$ cat config.mk
export PLATFORM = sky130hd
export DESIGN_NAME = uart_frame_parser
export DESIGN_NICKNAME = d
export VERILOG_FILES = /design/src/rtl/uart_frame_parser.sv
export SDC_FILE = /design/constraint.sdc
export NUM_CORES = 1
export LEC_CHECK = 0
export BUFFER_PORTS_ARGS = -buffer_cell sky130_fd_sc_hd__buf_2
export CORE_MARGIN = 8
export CORE_UTILIZATION = 45
export DETAILED_ROUTE_END_ITERATION = 7
export MAX_ROUTING_LAYER = met4
export PLACE_DENSITY_LB_ADDON = 0.05
export SKIP_CTS_REPAIR_TIMING = 1
export SLEW_MARGIN = 20
export SYNTH_ARGS = -nofsm -noshare
export SYNTH_HDL_FRONTEND = slang
export SYNTH_SLANG_ARGS = --single-unit
$ cat constraint.sdc
create_clock -name clk -period 2.06 [get_ports clk]
set_input_delay 0.618 -clock clk [delete_from_list [all_inputs] [get_ports clk]]
set_output_delay 0.618 -clock clk [all_outputs]
set_load 0.05 [all_outputs]
$ cat src/rtl/uart_frame_parser.sv
// Byte-level frame delineator behind the UART receiver: SYNC, LEN, payload, CHK.
// Streams payload bytes as they arrive and flags each frame as ok or failed.
module uart_frame_parser #(
  parameter int          MAX_LEN      = 16,
  parameter logic [7:0]  SYNC_BYTE    = 8'hA5,
  parameter int          TIMEOUT_CLKS = 105600
) (
  input  logic       clk,
  input  logic       rst_n,
  input  logic       rx_d,
  input  logic [7:0] rx_rec,
  output logic       pl_valid,
  output logic [7:0] pl_data,
  output logic       pl_last,
  output logic       frame_ok,
  output logic       frame_err,
  output logic [1:0] err_code,
  output logic [7:0] frame_len
);

  localparam int         TW        = $clog2(TIMEOUT_CLKS + 1);
  localparam logic [7:0] MAX_LEN_B = 8'(MAX_LEN);
  // Timeout fires on the idle edge that would carry the counter to TIMEOUT_CLKS-1
  localparam logic [TW-1:0] TC_PRE = TW'(TIMEOUT_CLKS - 2);

  typedef enum logic [1:0] {IDLE, LEN, PAYLOAD, CHK} state_t;

  state_t        state_q, state_d;
  logic [7:0]    len_q, len_d;
  logic [7:0]    acc_q, acc_d;
  logic [7:0]    cnt_q, cnt_d;
  logic [TW-1:0] tcnt_q, tcnt_d;
  logic          pl_valid_d, pl_last_d, frame_ok_d, frame_err_d;
  logic [7:0]    pl_data_d, frame_len_d;
  logic [1:0]    err_code_d;
  logic          timeout;

  always_comb begin
    state_d     = state_q;
    len_d       = len_q;
    acc_d       = acc_q;
    cnt_d       = cnt_q;
    tcnt_d      = '0;
    pl_valid_d  = 1'b0;
    pl_data_d   = pl_data;
    pl_last_d   = 1'b0;
    frame_ok_d  = 1'b0;
    frame_err_d = 1'b0;
    err_code_d  = err_code;
    frame_len_d = frame_len;
    timeout     = (state_q != IDLE) && !rx_d && (tcnt_q == TC_PRE);

    if (state_q != IDLE && !rx_d)
      tcnt_d = tcnt_q + TW'(1);

    case (state_q)
      IDLE: begin
        if (rx_d && rx_rec == SYNC_BYTE)
          state_d = LEN;
      end
      LEN: begin
        if (rx_d) begin
          if (rx_rec == 8'd0 || rx_rec > MAX_LEN_B) begin
            frame_err_d = 1'b1;
            err_code_d  = 2'b01;
            frame_len_d = rx_rec;
            state_d     = IDLE;
          end else begin
            len_d   = rx_rec;
            acc_d   = rx_rec;
            cnt_d   = 8'd0;
            state_d = PAYLOAD;
          end
        end
      end
      PAYLOAD: begin
        // A SYNC value here is ordinary data; only the length ends the payload
        if (rx_d) begin
          pl_valid_d = 1'b1;
          pl_data_d  = rx_rec;
          acc_d      = acc_q ^ rx_rec;
          cnt_d      = cnt_q + 8'd1;
          if (cnt_q + 8'd1 == len_q) begin
            pl_last_d = 1'b1;
            state_d   = CHK;
          end
        end
      end
      CHK: begin
        if (rx_d) begin
          if (rx_rec == acc_q) begin
            frame_ok_d  = 1'b1;
          end else begin
            frame_err_d = 1'b1;
            err_code_d  = 2'b10;
          end
          frame_len_d = len_q;
          state_d     = IDLE;
        end
      end
      default: state_d = IDLE;
    endcase

    if (timeout) begin
      frame_err_d = 1'b1;
      err_code_d  = 2'b11;
      frame_len_d = (state_q == LEN) ? 8'd0 : len_q;
      tcnt_d      = '0;
      state_d     = IDLE;
    end
  end

  always_ff @(posedge clk or negedge rst_n) begin
    if (!rst_n) begin
      state_q   <= IDLE;
      len_q     <= '0;
      acc_q     <= '0;
      cnt_q     <= '0;
      tcnt_q    <= '0;
      pl_valid  <= 1'b0;
      pl_data   <= '0;
      pl_last   <= 1'b0;
      frame_ok  <= 1'b0;
      frame_err <= 1'b0;
      err_code  <= '0;
      frame_len <= '0;
    end else begin
      state_q   <= state_d;
      len_q     <= len_d;
      acc_q     <= acc_d;
      cnt_q     <= cnt_d;
      tcnt_q    <= tcnt_d;
      pl_valid  <= pl_valid_d;
      pl_data   <= pl_data_d;
      pl_last   <= pl_last_d;
      frame_ok  <= frame_ok_d;
      frame_err <= frame_err_d;
      err_code  <= err_code_d;
      frame_len <= frame_len_d;
    end
  end

endmodule
==> qor.csv, run 1 <==
metric;value;unit
r2r_slack;0.1;ns
swShare;29.9;%
clockRootBuffer;clkbuf_8;
cts_tree;yes;
power.share.clock;34.0;%
antenna_found_initial;0;
grt_pass1_wl;13700;um
fp.dieW;102;um
max_freq;510;MHz
htreeDepth;3;
synth_most_common_cell;dfrtp_1;
route.met2.wl;3370;um
cts_buffers;9;
gr-total-overflow;0;
wl_per_cell;15.7;um
die_area;10400;um^2
synth.cells.most_frequent;65 x dfrtp_1, 55 x nand2_1, 29 x nor2_1, 25 x o21ai_0, 18 x xor2_1;
wl;8110;um
synth_top_family_by_area;simple AND/OR/NAND/NOR gates;
vias_per_cell;5.28;
clock_path_buffers;2;
area_growth;22.5;%
end_kind;register;
cp-start-kind;register;
slew_violations;0;
critPathKind;register to register;
drc_errors;0;
critPathArrivalTime;2.18;ns
combPwrFrac;17.3;%
initial_core_util;46.3;%
yosysSeqAreaShare;48.7;%
grt_max_degree;66;
min_period;1.96;ns
critPathRequiredTime;2.28;ns
reg2reg_to;frame_len[0];
finalCritPeriodShare;95.2;%
postSynthAreaPerCell;9.55;um^2
hold_path_class;primary input to asynchronous set/reset pin;
core;7210;um^2
fillers;701;
yosys_warnings;0;
outcome;completed;
synthTopCellsByArea;dfrtp_1 49%, nand2_1 6.2%, xor2_1 4.7%, o21ai_0 3.7%, xnor2_1 3.7%;
slew_headroom;77.3;%
cts_sinks;65;
drive_gt1_share;25.7;%
synth.top_cell.area_share;48.7;%
insertion_delay;0.34;ns
power_density;701;nW/um^2
cts.clk_slew.worst_paths;0.07;ns
synthXorXnorAreaFrac;8.39;%
dp_hpwl;5890;um
diodes;0;
highest_layer;met4;
grt_usage;17.4;%
dr.first_iter.drc_count;144;
clock-skew-final;0.00955;ns
vdd_drop_max;347;uV
rows;31;
p_seq_share;48.7;%
gp_congestion;0.791;
syn_inst;350;
worst_slew_pin_slew;0.337;ns
die_h;102;um
vias;2721;
placed_cell_area;3870;um^2
final-setup-viol-count;0;
cap_violations;0;
rr_worst_depth;7;
io_buffers;32;
grt_pass1_vias;2732;
worstPathMaxFanout;9;
syn-num-nets;364;
leakagePower;2.02;nW
final_area;4100;um^2
ant_nets;0;
rsz0062_at_grt;no;
drt-met1-wl;4260;um
synth_area;3340;um^2
async_flop_share;100;%
synthFlopType;dfrtp_1;
ys_types;46;
synth_mux_area_share;3.59;%
yosysTopAreaCell;dfrtp_1;
p_int;0.00201;W
switchingPower;0.000858;W
synthAdderAreaFrac;1.12;%
first_pass_iters;4;
nNetsFinal;425;
ys_ff_latch;65;
met3_length;370;um
synth_compound_area_share;12.4;%
hold_viol_final;0;
yosys.area_share.simple;22.0;%
ios;33;
synth_edf_count;0;
r2r-start;tcnt_q[0];
final_core_util;56.8;%
==> state kept, by name (all words and copies together) (netlist names) <==
signal	count
tcnt_q	17
acc_q	8
cnt_q	8
frame_len	8
len_q	8
pl_data	8
err_code	2
state_q	2
frame_err	1
frame_ok	1
pl_last	1
pl_valid	1
==> critical path: stages, from the launching register on <==
cell and delay, ns:
dfrtp_1 0.38, inv_1 0.06, ha_2 0.17, nor4b_4 0.20
nand4_2 0.14, o21ba_4 0.25, a221o_1 0.38, mux2_4 0.27
==> worst max-delay path by stage <==
stage                          from           end  slack, ns  cells past startpoint
after floorplan           rx_rec[0]  frame_len[2]      -0.02                      6
after global placement    rx_rec[0]  frame_len[5]      -0.13                      6
after detailed placement  rx_rec[0]  frame_len[7]      -0.15                      6
after CTS                  cnt_q[0]    state_q[0]      -0.03                      6
after global routing      tcnt_q[0]  frame_len[0]      0.006                      7
final                     tcnt_q[0]  frame_len[0]        0.1                      7
==> layout make-up <==
class | instances | area, um^2 | area share [%]
clock buffer | 13 | 159 | 3.88
clock inverter | 3 | 15.0 | 0.367
inverter | 9 | 33.8 | 0.825
multi-input combinational | 255 | 1660 | 40.5
sequential | 65 | 1630 | 39.7
tap | 99 | 124 | 3.02
timing repair buffer | 71 | 478 | 11.7
==> per-layer routing <==
layer / vias up / GRT usage (%)
li1: 1342 / -
met1: 1317 / 25.1
met2: 54 / 23.8
met3: 8 / 2.79
met4: 0 / 6.43
met5: - / -
==> power by group through the flow <==
stage / clock network (W) / registers [W] / logic (W)
after floorplan: 0 / 0.00158 / 0.000153
after global placement: 0 / 0.00142 / 0.000477
after detailed placement: 0 / 0.00142 / 0.000483
after CTS: 0.00100 / 0.00140 / 0.000484
after global routing: 0.00106 / 0.00141 / 0.000533
final: 0.000976 / 0.00140 / 0.000496
==> kinds of logic (layout without fill, tap and decap cells) <==
| family | after synthesis | count (layout) |
|---|---|---|
| AOI/OAI and AO/OA | 63 | 63 |
| and+or+nand+nor | 146 | 146 |
| buffers and inverters | 30 | 96 |
| DFF | 65 | 65 |
| xor gates and xnor gates | 32 | 32 |
| adders and majority gates | 3 | 3 |
| muxes | 11 | 11 |
==> placed cells by master (no fill, tap or decap), types with 2 or more instances in the layout <==
master	n
and3_1	12
nand4_1	12
a31oi_1	2
clkbuf_1	2
mux2i_1	3
and2_1	4
a221o_1	8
clkinv_2	3
o21ai_0	25
buf_4	37
o211ai_1	5
clkbuf_8	11
dfrtp_1	65
nor2_1	29
a21oi_1	8
xor2_1	18
mux2_2	6
nand2_1	55
mux2_4	2
nand2b_1	5
nor2b_1	4
nor3_1	4
o2bb2ai_1	2
buf_12	2
nor4_1	4
buf_2	32
ha_1	2
or3_1	2
a211oi_1	2
inv_1	8
nand3_1	6
xnor2_1	14
==> through the flow <==
step / worst slack [ns] / std cells / total power (W) / hold slack (ns) / setup TNS (ns)
after CTS: -0.0266 / 514 / 0.00288 / 0.294 / -0.0266
after detailed placement: -0.150 / 498 / 0.00190 / 0.457 / -1.53
after floorplan: -0.0217 / 350 / 0.00173 / 0.322 / -0.130
after global routing: 0.00554 / 515 / 0.00300 / 0.313 / 0
after global placement: -0.132 / 498 / 0.00190 / 0.454 / -1.12
final: 0.0996 / 515 / 0.00287 / 0.291 / 0
Power figures use the tool's default switching activity.
==> inputs of run 2 (changes only) <==
--- a/config.mk
+++ b/config.mk
@@ -5,10 +5,10 @@
 export SDC_FILE = /design/constraint.sdc
 export NUM_CORES = 1
 export LEC_CHECK = 0
-export BUFFER_PORTS_ARGS = -buffer_cell sky130_fd_sc_hd__buf_2
 export CORE_MARGIN = 8
 export CORE_UTILIZATION = 45
 export DETAILED_ROUTE_END_ITERATION = 7
+export DONT_BUFFER_PORTS = 1
 export MAX_ROUTING_LAYER = met4
 export PLACE_DENSITY_LB_ADDON = 0.05
 export SKIP_CTS_REPAIR_TIMING = 1
==> qor.csv, run 2 (synthesis results as in run 1) <==
metric;value;unit
core;7210;um^2
outcome;complete, but fails checks;
drive_gt1_share;15.2;%
die_area;10400;um^2
gp_congestion;0.788;
max_freq;518;MHz
finalCritPeriodShare;93.8;%
worstPathMaxFanout;3;
layout_commonest_cell;dfrtp_1;
antenna_found_initial;0;
clock_path_buffers;2;
dr.first_iter.drc_count;104;
nNetsFinal;377;
cts.clk_slew.worst_paths;0.07;ns
clockRootBuffer;clkbuf_8;
cts_tree;yes;
grt_pass1_wl;13200;um
rsz0062_at_grt;yes;
final-setup-viol-count;0;
drc_errors;0;
insertion_delay;0.35;ns
leakagePower;1.80;nW
vdd_drop_max;333;uV
critPathKind;register to register;
diodes;0;
rows;31;
power_density;784;nW/um^2
largest_reg_flops;17;
cap_violations;0;
grt_usage;17.1;%
violations;hold timing;
hold_viol_final;65;
whs;-0.0428;ns
initial_core_util;46.3;%
wl_per_cell;17.0;um
slew_violations;0;
placed_cell_area;3570;um^2
r2r-start;cnt_q[0];
top_register;tcnt_q;
vias_per_cell;5.42;
clock-skew-final;0.00981;ns
final_area;3810;um^2
vias;2530;
grt_pass1_vias;2450;
final_core_util;52.8;%
min_period;1.93;ns
htreeDepth;3;
wl;7920;um
die_h;102;um
area_growth;14.1;%
crit_start;cnt_q[0];
slew_headroom;64.0;%
ant_nets;0;
cts_buffers;9;
final_cell_mix;65 x dfrtp_1, 55 x nand2_1, 29 x nor2_1;
ios;33;
critPathRequiredTime;2.32;ns
worst_slew_pin_slew;0.539;ns
critPathArrivalTime;2.19;ns
first_pass_iters;5;
hold_path_class;primary input to asynchronous set/reset pin;
cts_sinks;65;
fp.dieW;102;um
grt_max_degree;66;
io_buffers;0;
dp_hpwl;5580;um
gr-total-overflow;0;
cp-start-kind;register;
end_kind;register;
## run 2: critical path, stage by stage, from the launching register on
cell and delay [ns]:
dfrtp_1 0.38, ha_1 0.21, and3_1 0.21, a31o_2 0.26, a2111oi_2 0.33, nand4_1 0.20, a211oi_1 0.26
## run 2: where the power goes
group | switching (W) | internal (W)
Combinational | 0.0000874 | 0.000107
Sequential | 0.000223 | 0.00134
Clock | 0.000477 | 0.000750
Total | 0.000787 | 0.00220
## run 2: area by class of cell
cell class	count	area, um^2
repair buffers	23	173
multi-input cells	255	1630
well taps	99	124
clock inverters	2	60.1
fillers	719	3400
inverters	9	33.8
flip-flops and latches	65	1630
clock buffers	14	163
## run 2: per-stage QoR
step	TNS, ns	cells	setup WS [ns]	power, W
floorplan	-0.130	350	-0.0217	0.00173
global placement	0	451	0.0682	0.00178
detailed placement	0	451	0.0458	0.00179
CTS	0	467	0.0330	0.00303
global route	-0.0325	467	-0.0254	0.00311
finish	0	467	0.128	0.00299
## run 2: layer usage
| layer | part of all wire (%) | GRT usage, % |
|---|---|---|
| met5 | 0 | - |
| met3 | 8.1 | 3.54 |
| met4 | 1.6 | 8.13 |
| met1 | 49 | 23.8 |
| met2 | 41 | 22.8 |
## run 2: worst paths after layout
path	end	slack, ns	cells past startpoint
hold reg to reg	acc_q[5]	0.49	1
hold / removal	frame_len[6]	-0.04	0
setup reg to reg	state_q[0]	0.13	6
setup / recovery	state_q[0]	0.13	6
min in group clk	pl_data[1]	0.39	2
max in group asynchronous	cnt_q[1]	2.01	0
